## src/rtl/adc_capture_pkg.sv

```systemverilog
// Shared definitions for the ADC capture write-side sequencer.
//   capture_state_t : sequencer states
//   DATA_WIDTH_DEF  : default ADC sample width
//   ADDR_WIDTH_DEF  : default sample-buffer address width
//   trig_cond()     : level-crossing test between two consecutive samples
package adc_capture_pkg;

   localparam int DATA_WIDTH_DEF = 12;
   localparam int ADDR_WIDTH_DEF = 12;

   typedef enum logic [2:0] {
      IDLE,
      PRETRIG,
      ARMED,
      POSTTRIG,
      DONE
   } capture_state_t;

   // Operands arrive zero-extended so any sample width up to 32 bits fits;
   // unsigned ordering is preserved by the extension.
   function automatic logic trig_cond(input logic [31:0] prev,
                                      input logic [31:0] cur,
                                      input logic [31:0] level,
                                      input logic        rising);
      if (rising)
         return (prev < level) && (cur >= level);
      else
         return (prev >= level) && (cur < level);
   endfunction

endpackage

```

## src/rtl/adc_capture_ctrl_if.sv

```systemverilog
// Sample stream in / buffer write port out of the capture sequencer.
//   sample_valid, sample_data        : ADC stream into the sequencer
//   write_en, write_addr, write_data : sample buffer write port
// master = sequencer side, slave = source/buffer side.
interface adc_capture_ctrl_if #(
   parameter int DATA_WIDTH = 12,
   parameter int ADDR_WIDTH = 12
);
   logic                  sample_valid;
   logic [DATA_WIDTH-1:0] sample_data;
   logic                  write_en;
   logic [ADDR_WIDTH-1:0] write_addr;
   logic [DATA_WIDTH-1:0] write_data;

   modport master (
      input  sample_valid,
      input  sample_data,
      output write_en,
      output write_addr,
      output write_data
   );

   modport slave (
      output sample_valid,
      output sample_data,
      input  write_en,
      input  write_addr,
      input  write_data
   );
endinterface

```

## src/rtl/adc_trigger_detect.sv

```systemverilog
// Level-crossing detector. Remembers the last accepted sample and flags a
// crossing on the current one; hit is combinational, aligned with the sample.
//   clock, reset  : system clock, synchronous active-high reset
//   clear         : forget the previous sample (new capture)
//   sample_en     : a sample is being accepted this cycle
//   sample_data   : current sample
//   level, rising : threshold and crossing direction
//   hit           : crossing on the current sample
module adc_trigger_detect
   import adc_capture_pkg::*;
#(
   parameter int DATA_WIDTH = DATA_WIDTH_DEF
) (
   input  logic                  clock,
   input  logic                  reset,
   input  logic                  clear,
   input  logic                  sample_en,
   input  logic [DATA_WIDTH-1:0] sample_data,
   input  logic [DATA_WIDTH-1:0] level,
   input  logic                  rising,
   output logic                  hit
);

   logic [DATA_WIDTH-1:0] prev_q;
   logic                  prev_valid;

   always_ff @(posedge clock) begin
      if (reset) begin
         prev_q     <= '0;
         prev_valid <= 1'b0;
      end else if (clear) begin
         prev_valid <= 1'b0;
      end else if (sample_en) begin
         prev_q     <= sample_data;
         prev_valid <= 1'b1;
      end
   end

   assign hit = sample_en && prev_valid &&
                trig_cond(32'(prev_q), 32'(sample_data), 32'(level), rising);

endmodule

```

## src/rtl/adc_capture_ctrl.sv

```systemverilog
// Write-side sequencer for the dual-port ADC sample buffer. Streams samples
// into the buffer as a circular buffer, keeps a programmable pre-trigger
// history, fires on a level crossing and stops after the post-trigger depth.
//   clock, reset               : system clock, synchronous active-high reset
//   arm, abort                 : start / cancel a capture (single-cycle pulses)
//   bus                        : sample stream in, buffer write port out
//   trig_level, trig_rising    : trigger threshold and direction
//   pretrig_len, posttrig_len  : window depths before/after the trigger sample
//   busy, triggered, done      : status
//   trig_addr, start_addr      : trigger sample and oldest window sample
// Optional build macro ADC_CAPTURE_EXT_TRIG_EN adds ext_trig / trig_sel
// (trig_sel=1 selects ext_trig instead of the level comparator).
//
// state    | meaning
// IDLE     | no capture, samples dropped
// PRETRIG  | filling pre-trigger history, trigger not evaluated
// ARMED    | writing freely, waiting for the trigger
// POSTTRIG | writing post-trigger samples
// DONE     | window complete, results held until next arm
module adc_capture_ctrl
   import adc_capture_pkg::*;
#(
   parameter int DATA_WIDTH  = DATA_WIDTH_DEF,
   parameter int ADDR_WIDTH  = ADDR_WIDTH_DEF,
   parameter int BUFFER_SIZE = 2 ** ADDR_WIDTH
) (
   input  logic                  clock,
   input  logic                  reset,
   input  logic                  arm,
   input  logic                  abort,
   adc_capture_ctrl_if.master    bus,
   input  logic [DATA_WIDTH-1:0] trig_level,
   input  logic                  trig_rising,
   input  logic [ADDR_WIDTH-1:0] pretrig_len,
   input  logic [ADDR_WIDTH-1:0] posttrig_len,
`ifdef ADC_CAPTURE_EXT_TRIG_EN
   input  logic                  ext_trig,
   input  logic                  trig_sel,
`endif
   output logic                  busy,
   output logic                  triggered,
   output logic                  done,
   output logic [ADDR_WIDTH-1:0] trig_addr,
   output logic [ADDR_WIDTH-1:0] start_addr
);

   localparam logic [ADDR_WIDTH-1:0] MAX_LEN = ADDR_WIDTH'(BUFFER_SIZE - 1);
   localparam logic [ADDR_WIDTH-1:0] CNT_ONE = ADDR_WIDTH'(1);

   capture_state_t        state, state_nx;
   logic [ADDR_WIDTH-1:0] ptr, cnt, pre_len, eff_post, eff_post_in;
   logic [DATA_WIDTH-1:0] level_q;
   logic                  rising_q;
   logic [ADDR_WIDTH:0]   len_sum;
   logic                  arm_take, wr_take, fire, lvl_hit, busy_st;

   // Post-trigger depth is clamped so the whole window fits in the buffer.
   assign len_sum     = {1'b0, pretrig_len} + {1'b0, posttrig_len};
   assign eff_post_in = (len_sum > {1'b0, MAX_LEN}) ? (MAX_LEN - pretrig_len)
                                                    : posttrig_len;

   assign busy_st = (state == PRETRIG) || (state == ARMED) || (state == POSTTRIG);
   // A sample coinciding with abort is not written.
   assign wr_take = busy_st && bus.sample_valid && !abort;

   adc_trigger_detect #(.DATA_WIDTH(DATA_WIDTH)) u_detect (
      .clock       (clock),
      .reset       (reset),
      .clear       (arm_take),
      .sample_en   (wr_take),
      .sample_data (bus.sample_data),
      .level       (level_q),
      .rising      (rising_q),
      .hit         (lvl_hit)
   );

`ifdef ADC_CAPTURE_EXT_TRIG_EN
   assign fire = (state == ARMED) && (trig_sel ? (wr_take && ext_trig) : lvl_hit);
`else
   assign fire = (state == ARMED) && lvl_hit;
`endif

   always_ff @(posedge clock) begin
      if (reset) state <= IDLE;
      else       state <= state_nx;
   end

   always_comb begin
      state_nx = state;
      arm_take = 1'b0;
      if (abort) begin
         state_nx = IDLE;
      end else begin
         case (state)
            IDLE, DONE: begin
               if (arm) begin
                  arm_take = 1'b1;
                  state_nx = (pretrig_len == '0) ? ARMED : PRETRIG;
               end
            end
            PRETRIG:  if (wr_take && (cnt + CNT_ONE == pre_len)) state_nx = ARMED;
            ARMED:    if (fire) state_nx = (eff_post == '0) ? DONE : POSTTRIG;
            POSTTRIG: if (wr_take && (cnt + CNT_ONE == eff_post)) state_nx = DONE;
            default:  state_nx = IDLE;
         endcase
      end
   end

   always_ff @(posedge clock) begin
      if (reset) begin
         bus.write_en   <= 1'b0;
         bus.write_addr <= '0;
         bus.write_data <= '0;
         ptr            <= '0;
         cnt            <= '0;
         pre_len        <= '0;
         eff_post       <= '0;
         level_q        <= '0;
         rising_q       <= 1'b0;
         triggered      <= 1'b0;
         trig_addr      <= '0;
         start_addr     <= '0;
      end else begin
         bus.write_en <= wr_take;
         if (wr_take) begin
            bus.write_addr <= ptr;
            bus.write_data <= bus.sample_data;
            ptr            <= ptr + CNT_ONE;
         end
         if (arm_take) begin
            ptr       <= '0;
            cnt       <= '0;
            pre_len   <= pretrig_len;
            eff_post  <= eff_post_in;
            level_q   <= trig_level;
            rising_q  <= trig_rising;
            triggered <= 1'b0;
         end else if (abort) begin
            triggered <= 1'b0;
         end else begin
            if (fire) begin
               triggered <= 1'b1;
               trig_addr <= ptr;
               cnt       <= '0;
            end else if (wr_take) begin
               cnt <= cnt + CNT_ONE;
            end
            // Trigger address may be landing this same cycle when posttrig is 0.
            if (state_nx == DONE && state != DONE)
               start_addr <= (fire ? ptr : trig_addr) - pre_len;
         end
      end
   end

   assign busy = busy_st;
   assign done = (state == DONE);

endmodule

```

## src/flat_wrapper.sv

```systemverilog
// flat-port wrapper written by rule: the top's interface ports become plain ports
module adc_capture_ctrl_flat import adc_capture_pkg::*;
#(
   parameter int DATA_WIDTH  = DATA_WIDTH_DEF,
   parameter int ADDR_WIDTH  = ADDR_WIDTH_DEF,
   parameter int BUFFER_SIZE = 2 ** ADDR_WIDTH
)
  (clock, reset, arm, abort, trig_level, trig_rising, pretrig_len, posttrig_len, busy, triggered, done, trig_addr, start_addr, bus_sample_valid, bus_sample_data, bus_write_en, bus_write_addr, bus_write_data);
  adc_capture_ctrl_if #(.DATA_WIDTH(DATA_WIDTH), .ADDR_WIDTH(ADDR_WIDTH)) bus_i ();
  input  logic clock;
  input  logic reset;
  input  logic arm;
  input  logic abort;
  input  logic [DATA_WIDTH-1:0] trig_level;
  input  logic trig_rising;
  input  logic [ADDR_WIDTH-1:0] pretrig_len;
  input  logic [ADDR_WIDTH-1:0] posttrig_len;
  output logic busy;
  output logic triggered;
  output logic done;
  output logic [ADDR_WIDTH-1:0] trig_addr;
  output logic [ADDR_WIDTH-1:0] start_addr;
  input wire logic [$bits(bus_i.sample_valid)-1:0] bus_sample_valid;
  input wire logic [$bits(bus_i.sample_data)-1:0] bus_sample_data;
  output wire logic [$bits(bus_i.write_en)-1:0] bus_write_en;
  output wire logic [$bits(bus_i.write_addr)-1:0] bus_write_addr;
  output wire logic [$bits(bus_i.write_data)-1:0] bus_write_data;
  assign bus_i.sample_valid = bus_sample_valid;
  assign bus_i.sample_data = bus_sample_data;
  assign bus_write_en = bus_i.write_en;
  assign bus_write_addr = bus_i.write_addr;
  assign bus_write_data = bus_i.write_data;
  adc_capture_ctrl #(.DATA_WIDTH(DATA_WIDTH), .ADDR_WIDTH(ADDR_WIDTH), .BUFFER_SIZE(BUFFER_SIZE)) u_core (.clock(clock), .reset(reset), .arm(arm), .abort(abort), .bus(bus_i), .trig_level(trig_level), .trig_rising(trig_rising), .pretrig_len(pretrig_len), .posttrig_len(posttrig_len), .busy(busy), .triggered(triggered), .done(done), .trig_addr(trig_addr), .start_addr(start_addr));
endmodule
```

## config.mk

```make
export PLATFORM = sky130hd
export DESIGN_NAME = adc_capture_ctrl_flat
export DESIGN_NICKNAME = d
export VERILOG_FILES = /design/src/rtl/adc_capture_pkg.sv /design/src/rtl/adc_capture_ctrl_if.sv /design/src/rtl/adc_trigger_detect.sv /design/src/rtl/adc_capture_ctrl.sv /design/src/flat_wrapper.sv
export SDC_FILE = /design/constraint.sdc
export NUM_CORES = 1
export LEC_CHECK = 0
export ABC_AREA = 0
export BUFFER_PORTS_ARGS = -buffer_cell sky130_fd_sc_hd__buf_2
export CORE_MARGIN = 5
export CORE_UTILIZATION = 62
export DETAILED_ROUTE_END_ITERATION = 16
export GPL_ROUTABILITY_DRIVEN = 0
export PLACE_DENSITY = 0.94
export SYNTH_ARGS = -nofsm -noshare
export SYNTH_HDL_FRONTEND = slang
export SYNTH_SLANG_ARGS = --single-unit
```

## constraint.sdc

```tcl
create_clock -name clock -period 7.2 [get_ports clock]
set_input_delay 1.44 -clock clock [delete_from_list [all_inputs] [get_ports clock]]
set_output_delay 1.44 -clock clock [all_outputs]
set_load 0.02 [all_outputs]
```

Word level (Yosys, flattened, before mapping)
Index checks and enable logic that the tools add are counted.
{"block": "word_totals", "ff_bits": 127, "in_bits": 54}
{"block": "op_classes", "add_sub_neg": 5, "order_cmp": 5, "eq_ne": 8, "n_mux": 16, "n_bitwise": 2, "reduce_logical": 24}
{"cell": "two-way mux 12 bit", "count": 4}
{"cell": "adder 12 x 1 -> 12 bit, second input constant", "count": 2}
{"cell": "equality test 12 bit", "count": 2}
{"cell": ">= comparator 12 bit", "count": 2}
{"cell": "logical NOT 12 bit", "count": 2}
{"cell": "less-than comparator 12 bit", "count": 2}
{"cell": "two-way mux 3 bit", "count": 6}
{"cell": "adder 12 x 12 -> 13 bit", "count": 1}
{"cell": "> comparator 13 x 12 -> 1 bit, second input constant", "count": 1}
{"cell": "case mux 3 bit (4 select lines)", "count": 1}
{"cell": "subtractor 12 bit", "count": 1}
{"cell": "subtractor 12 bit, first input constant", "count": 1}
{"cell": "logical AND 1 bit", "count": 10}
{"cell": "equality test 3 x 2 -> 1 bit, second input constant", "count": 2}
{"cell": "equality test 3 bit, second input constant", "count": 2}
{"cell": "AND reduction 2 bit", "count": 3}
{"cell": "two-way mux 1 bit", "count": 4}
{"cell": "OR reduction 2 bit", "count": 2}
{"cell": "equality test 3 x 1 -> 1 bit, second input constant", "count": 1}
{"cell": "logical NOT 3 bit", "count": 1}
{"cell": "!= test 3 bit, second input constant", "count": 1}
{"cell": "AND reduction 3 bit", "count": 1}
{"cell": "OR reduction 3 bit", "count": 1}
{"cell": "logical OR 1 bit", "count": 2}
{"cell": "other kinds (4)", "count": 5}

Depth between registers and ports, before layout
{"block": "logic_depth", "depth_word": 14, "ltp_mapped": 21, "depth_no_buf": 19}

Cells and area by module
Synthesis repeated with hierarchy kept, for this count alone.
{"block": "unflattened", "cells_unflattened": 925, "area_unflattened_um2": 7312.0}
{"module": "adc_capture_ctrl", "n_inst": 1, "cells_each": 794, "area_per_inst_um2": 6249.7, "seq_area_each_um2": 2282.2}
{"module": "adc_trigger_detect", "n_inst": 1, "cells_each": 131, "area_per_inst_um2": 1062.3, "seq_area_each_um2": 260.2}

Worst setup path after synthesis
OpenSTA, ideal clock, no wires.
{"block": "synth_timing", "kind": "input to register", "from": "input bus_sample_data[1]", "to": "register u_core.start_addr[10]", "arrival_ps": 5079, "setup_slack_ps": 1994, "cell_stages": 20, "path_cell_list": "ha_1 nor2b_1 o211ai_1 a21boi_0 nor4b_1 o2bb2ai_2 buf_2 buf_2 mux2i_1 ha_1 inv_1 fa_1 a21o_1 a21oi_1 o21bai_1 a21oi_1 o21a_1 o211ai_1 mux2i_1 nor2_1"}
{"block": "synth_between", "elab_chain_cells": 11, "word_cells_on_any_way": 15, "cone_classes": "add/sub: 1; order compare: 2; eq/ne: 1; mux: 5; reduce/logical: 6"}
{"item": "start, declared", "line_no": "flat_wrapper.sv:24", "rtl": "input wire logic [$bits(bus_i.sample_data)-1:0] bus_sample_data;"}
{"item": "less-than comparator 12 bit / >= comparator 12 bit (equally long branches)", "line_no": "adc_capture_pkg.sv:28, adc_capture_pkg.sv:26"}
{"item": "logical AND 1 bit (on tied branches)", "line_no": "adc_capture_pkg.sv:28, adc_capture_pkg.sv:26"}
{"item": "two-way mux 1 bit (*)", "line_no": "adc_capture_pkg.sv:25", "rtl": "if (rising)"}
{"item": "logical AND 1 bit (*)", "line_no": "adc_trigger_detect.sv:39", "rtl": "assign hit = sample_en && prev_valid &&"}
{"item": "logical AND 1 bit (*)", "line_no": "adc_capture_ctrl.sv:80", "rtl": "assign fire = (state == ARMED) && lvl_hit;"}
{"item": "two-way mux 3 bit", "line_no": "adc_capture_ctrl.sv:102", "rtl": "ARMED: if (fire) state_nx = (eff_post == '0) ? DONE : POSTTRIG;"}
{"item": "case mux 3 bit (4 select lines)", "line_no": "adc_capture_ctrl.sv:94", "rtl": "case (state)"}
{"item": "two-way mux 3 bit", "line_no": "adc_capture_ctrl.sv:91", "rtl": "if (abort) begin"}
{"item": "equality test 3 bit", "line_no": "adc_capture_ctrl.sv:149", "rtl": "if (state_nx == DONE && state != DONE)"}
{"item": "logical AND 1 bit", "line_no": "adc_capture_ctrl.sv:149"}
{"item": "AND reduction 3 bit (no line)"}
{"item": "end signal, assigned", "line_no": "adc_capture_ctrl.sv:150", "rtl": "start_addr <= (fire ? ptr : trig_addr) - pre_len;"}
{"item": "end, declared", "line_no": "adc_capture_ctrl.sv:44", "rtl": "output logic [ADDR_WIDTH-1:0] start_addr"}
Every way passes the cells marked *; elsewhere a longest branch is shown, timed or not.
A chain may end at the register's enable or synchronous reset.

Worst setup path in the final report
{"block": "layout_timing", "from": "input bus_sample_data[5]", "to": "register u_core.start_addr[11]"}
The elaborated chain is that of the path after synthesis.

==> impl_results.html <==
<table>
<tr><th>Metric</th><th>Value</th></tr>
<tr><th colspan="2">Synth</th></tr>
<tr><td>Proportion of synthesized flip-flops having asynchronous set or reset</td><td>0</td></tr>
<tr><td>Share of the yosys chip area belonging to registers</td><td>0.3769</td></tr>
<tr><td>Synth Instances</td><td>796</td></tr>
<tr><td>Adder and majority cell fraction of the synthesized area</td><td>0.09496</td></tr>
<tr><td>Multiplexer fraction of the synthesized cell area</td><td>0.03375</td></tr>
<tr><td>EDFF count, synth</td><td>0</td></tr>
<tr><td>XOR/XNOR Fraction of Synth Area</td><td>0.06955</td></tr>
<tr><td>Ys Warns</td><td>0</td></tr>
<tr><td>Number of synthesized register bits</td><td>127</td></tr>
<tr><td>Post-synthesis instance area</td><td>0.006746 mm^2</td></tr>
<tr><td>Compound-gate portion of the synthesized area</td><td>0.1617</td></tr>
<tr><td>Cell variety after synth</td><td>64</td></tr>
<tr><td>Main combinational cell family by area after synthesis</td><td>simple AND/OR/NAND/NOR gates</td></tr>
<tr><td>Synthesized net count</td><td>900</td></tr>
<tr><td>Fraction of the mapped netlist area in simple logic gates</td><td>0.2138</td></tr>
<tr><td>Primary FF master, synth</td><td>sky130_fd_sc_hd__dfxtp_1</td></tr>
<tr><td>Syn_area_per_cell</td><td>8.475 um^2</td></tr>
<tr><th colspan="2">Timing</th></tr>
<tr><td>Setup repair after global routing missed its margin</td><td>false</td></tr>
<tr><td>Final critical path time including I/O delays and setup</td><td>5.306 ns</td></tr>
<tr><td>Final-report hold violation count</td><td>0</td></tr>
<tr><td>Final setup skew</td><td>0.007569 ns</td></tr>
<tr><td>Final Slew Violations</td><td>0</td></tr>
<tr><td>Final cycle utilization of the critical path</td><td>0.7370</td></tr>
<tr><td>Transition at the pin with the smallest max-transition slack</td><td>1.090 ns</td></tr>
<tr><td>Final setup viols</td><td>0</td></tr>
<tr><td>Max-slew headroom at the worst pin</td><td>0.2704</td></tr>
<tr><td>Fmax</td><td>0.1885 GHz</td></tr>
<tr><td>Setup tns final</td><td>0 ns</td></tr>
<tr><th colspan="2">Cells and area</th></tr>
<tr><td>Area of the multi-input gates</td><td>0.003881 mm^2</td></tr>
<tr><td>Post-route design area</td><td>0.007950 mm^2</td></tr>
<tr><td>Commonest non-fill, non-tap cells in the layout</td><td>sky130_fd_sc_hd__nand2_1 (127), sky130_fd_sc_hd__dfxtp_1 (127), sky130_fd_sc_hd__buf_2 (105)</td></tr>
<tr><td>Layout overhead on the synthesized area</td><td>17.84%</td></tr>
<tr><td>Antenna diode count</td><td>0</td></tr>
<tr><td>Sequential cell area</td><td>0.002542 mm^2</td></tr>
<tr><td>Fraction of final layout cells sized beyond drive strength 1</td><td>0.1927</td></tr>
<tr><td># nets final</td><td>989</td></tr>
<tr><td>Number of filler instances in the final layout</td><td>753</td></tr>
<tr><th colspan="2">Detailed routing</th></tr>
<tr><td>DR iter-0 viols</td><td>685</td></tr>
<tr><td>Via count of the routed design</td><td>6353</td></tr>
<tr><td>Number of vias per cell after detailed routing</td><td>6.120</td></tr>
<tr><td>Drt first pass iters</td><td>5</td></tr>
<tr><td>Total wire length after detailed routing</td><td>18460 um</td></tr>
<tr><td>Average routed wire per standard cell</td><td>17.79 um</td></tr>
<tr><td>Antenna Nets Post-Route</td><td>0</td></tr>
<tr><td>Remaining DRCs</td><td>0</td></tr>
<tr><th colspan="2">Status</th></tr>
<tr><td>Result of the run</td><td>complete, no violations</td></tr>
<tr><th colspan="2">Worst setup path</th></tr>
<tr><td>Launching instance or port of the critical path</td><td>bus_sample_data[5]</td></tr>
<tr><td>Required time at the endpoint of the critical path</td><td>7.64 ns</td></tr>
<tr><td>CP Launch Type</td><td>primary input</td></tr>
<tr><td>Worst-case register-to-register setup slack</td><td>2.47 ns</td></tr>
<tr><td>Worst flop-to-flop path endpoint</td><td>u_core.start_addr[11]$_SDFFE_PP0P_</td></tr>
<tr><td>Length in cells of the worst reg-to-reg path</td><td>17</td></tr>
<tr><td>Arrival @ worst endpoint</td><td>5.74 ns</td></tr>
<tr><td>Top fanout value on the critical path</td><td>12</td></tr>
<tr><td>Type of destination of the critical path</td><td>flop</td></tr>
<tr><td>Launch instance of the worst register-to-register path</td><td>u_core.level_q[7]$_SDFFE_PP0P_</td></tr>
<tr><td>Kind of critical path</td><td>primary input to flop</td></tr>
<tr><th colspan="2">Worst hold path</th></tr>
<tr><td>Tightest Hold Check Type</td><td>flop to flop</td></tr>
<tr><td>WHS Endpoint</td><td>u_core.bus.write_data[7]$_SDFFE_PP0P_</td></tr>
<tr><td>Number of instances on the worst hold path</td><td>2</td></tr>
<tr><td>Hold Path Origin</td><td>u_core.bus.write_data[7]$_SDFFE_PP0P_</td></tr>
<tr><th colspan="2">Power</th></tr>
<tr><td>Power consumption</td><td>1875 uW</td></tr>
<tr><td>Leakage power</td><td>0.003324 uW</td></tr>
<tr><td>Worst VDD drop</td><td>0.1703 mV</td></tr>
<tr><td>Power density over the cells</td><td>235.8 mW/mm^2</td></tr>
<tr><th colspan="2">Clock tree</th></tr>
<tr><td>CTS Sinks</td><td>127</td></tr>
<tr><td>CTS tree</td><td>done</td></tr>
<tr><td>Clock network latency to the later pin of the worst-skew pair</td><td>0.53 ns</td></tr>
<tr><td>Resized Gates After CTS</td><td>0</td></tr>
<tr><td>Buffers from clock root to sink, at most</td><td>2</td></tr>
<tr><td>Clock H-tree levels</td><td>4</td></tr>
<tr><td>Hold bufs inserted after CTS</td><td>0</td></tr>
<tr><td>Clock slew seen by the registers of the worst setup and hold paths</td><td>0.06 ns</td></tr>
<tr><td>Clk root buf</td><td>sky130_fd_sc_hd__clkbuf_8</td></tr>
<tr><td>Cts bufs inserted</td><td>17</td></tr>
<tr><td>Setup bufs post-CTS</td><td>0</td></tr>
<tr><th colspan="2">GRT</th></tr>
<tr><td>Total grt overflow</td><td>0</td></tr>
<tr><td>Gr busiest metal</td><td>met2</td></tr>
<tr><td>GR Util met1</td><td>0.3615</td></tr>
<tr><td>Wire length of the first global-routing pass</td><td>29410 um</td></tr>
<tr><td>Global-route usage over all layers</td><td>0.2827</td></tr>
<tr><td>Largest net degree at the start of global routing</td><td>66</td></tr>
<tr><td>Met2 usage in global routing</td><td>0.4602</td></tr>
<tr><td>Via count of the first global-routing pass</td><td>5986</td></tr>
<tr><td>Met3 routing resource usage after global routing</td><td>0.04968</td></tr>
<tr><td>Number of antenna violations at the first check in global routing</td><td>0</td></tr>
<tr><th colspan="2">Floorplanning</th></tr>
<tr><td>Die boundary width</td><td>114.3 um</td></tr>
<tr><td>Number of primary I/O pins</td><td>106</td></tr>
<tr><td>Die height</td><td>114.3 um</td></tr>
<tr><td>Initial cell density of the core</td><td>0.6279</td></tr>
<tr><td>Area of the placeable core</td><td>0.01075 mm^2</td></tr>
<tr><td>Number of cell rows</td><td>38</td></tr>
<tr><td>Full die area</td><td>0.01307 mm^2</td></tr>
<tr><th colspan="2">Placement</th></tr>
<tr><td>Dpl cell area</td><td>0.007282 mm^2</td></tr>
<tr><td>Number of port buffers</td><td>105</td></tr>
<tr><td>Final HPWL from detailed placement</td><td>12330 um</td></tr>
<tr><th colspan="2">Flow run</th></tr>
<tr><td>Maxcap violations</td><td>0</td></tr>
</table>
[final cells by class]
type	count	share of cell area
Inverter	32	0.01511
Multi-Input combinational cell	597	0.4882
Tap cell	140	0.02203
Timing Repair Buffer	110	0.07082
Sequential cell	127	0.3198
Clock inverter	13	0.02975
Clock buffer	19	0.05430
[where the power goes]
part | switching, uW | internal [uW] | leakage [uW]
Combinational | 106 | 70.9 | 0.00199
Clock | 325 | 643 | 0.000310
Sequential | 12.1 | 717 | 0.00103
[synthesized netlist by cell type, types with 14 or more instances]
| cell | instances | area (um^2) |
|---|---|---|
| sky130_fd_sc_hd__a21oi_1 | 67 | 335.3 |
| sky130_fd_sc_hd__clkbuf_1 | 26 | 97.59 |
| sky130_fd_sc_hd__dfxtp_1 | 127 | 2542 |
| sky130_fd_sc_hd__ha_1 | 48 | 600.6 |
| sky130_fd_sc_hd__inv_1 | 32 | 120.1 |
| sky130_fd_sc_hd__nand2_1 | 127 | 476.7 |
| sky130_fd_sc_hd__nand3_1 | 26 | 130.1 |
| sky130_fd_sc_hd__nor2_1 | 53 | 198.9 |
| sky130_fd_sc_hd__nor2b_1 | 14 | 87.58 |
| sky130_fd_sc_hd__nor4_1 | 14 | 87.58 |
| sky130_fd_sc_hd__o21ai_0 | 44 | 220.2 |
| sky130_fd_sc_hd__xnor2_1 | 28 | 245.2 |
| sky130_fd_sc_hd__xor2_1 | 21 | 183.9 |
[flip-flops by register name (all words and copies together), names as in the netlist]
signal and count:
u_core.cnt 12, u_core.triggered 1, u_core.level_q 12, u_core.ptr 12, u_core.u_detect.prev_q 12, u_core.pre_len 12
u_core.bus.write_en 1, u_core.trig_addr 12, u_core.rising_q 1, u_core.start_addr 12, u_core.bus.write_addr 12, u_core.state 3
u_core.u_detect.prev_valid 1, u_core.bus.write_data 12, u_core.eff_post 12
[cells by family after synthesis]
kind of cell | count (synthesis)
multiplexers | 21
buffers and inverters | 72
AND/OR/NAND/NOR | 300
adder cells (fa/ha/maj) | 50
AO/OA/AOI/OAI | 175
XOR/XNOR | 51
flip-flops | 127
[per-stage QoR]
step	utilization	std cells	worst slack [ns]	hold WS [ns]
final	0.7399	1038	1.894	0.4514
after detailed placement	0.6777	1006	1.737	0.4449
after CTS	0.7399	1038	1.958	0.4528
after global routing	0.7399	1038	1.661	0.4711
after global placement	0.6777	1006	1.867	0.4390
after floorplan	-	796	1.994	0.4334
[worst max-delay path by stage]
| stage | endpoint | slack (ns) | cells past startpoint |
|---|---|---|---|
| after floorplan | u_core.start_addr[10]$_SDFFE_PP0P_ | 1.99 | 20 |
| after CTS | u_core.start_addr[11]$_SDFFE_PP0P_ | 1.96 | 17 |
| after detailed placement | u_core.start_addr[11]$_SDFFE_PP0P_ | 1.74 | 17 |
| after global placement | u_core.start_addr[11]$_SDFFE_PP0P_ | 1.87 | 17 |
| final | u_core.start_addr[11]$_SDFFE_PP0P_ | 1.89 | 17 |
| after global routing | u_core.start_addr[11]$_SDFFE_PP0P_ | 1.66 | 17 |
[per-layer routing]
layer	routed length, um	part of all wire
met2	8702	0.47
met4	655	0.035
met1	7458	0.40
met3	1645	0.089
met5	0	0
[critical path, stage by stage]
cell and delay, ns:
sky130_fd_sc_hd__buf_2 0.11, sky130_fd_sc_hd__ha_1 0.33, sky130_fd_sc_hd__a211oi_1 0.32, sky130_fd_sc_hd__o21a_1 0.19
sky130_fd_sc_hd__o31ai_1 0.10, sky130_fd_sc_hd__nor4b_1 0.34, sky130_fd_sc_hd__o2bb2ai_2 0.38, sky130_fd_sc_hd__mux2_2 0.43
sky130_fd_sc_hd__ha_1 0.34, sky130_fd_sc_hd__or2_2 0.32, sky130_fd_sc_hd__a21oi_1 0.24, sky130_fd_sc_hd__a31o_2 0.15
sky130_fd_sc_hd__o21ai_0 0.12, sky130_fd_sc_hd__nor4_1 0.24, sky130_fd_sc_hd__nor3_1 0.12, sky130_fd_sc_hd__or3_1 0.32
sky130_fd_sc_hd__a311oi_1 0.24
(Power assumes the default switching activity.)
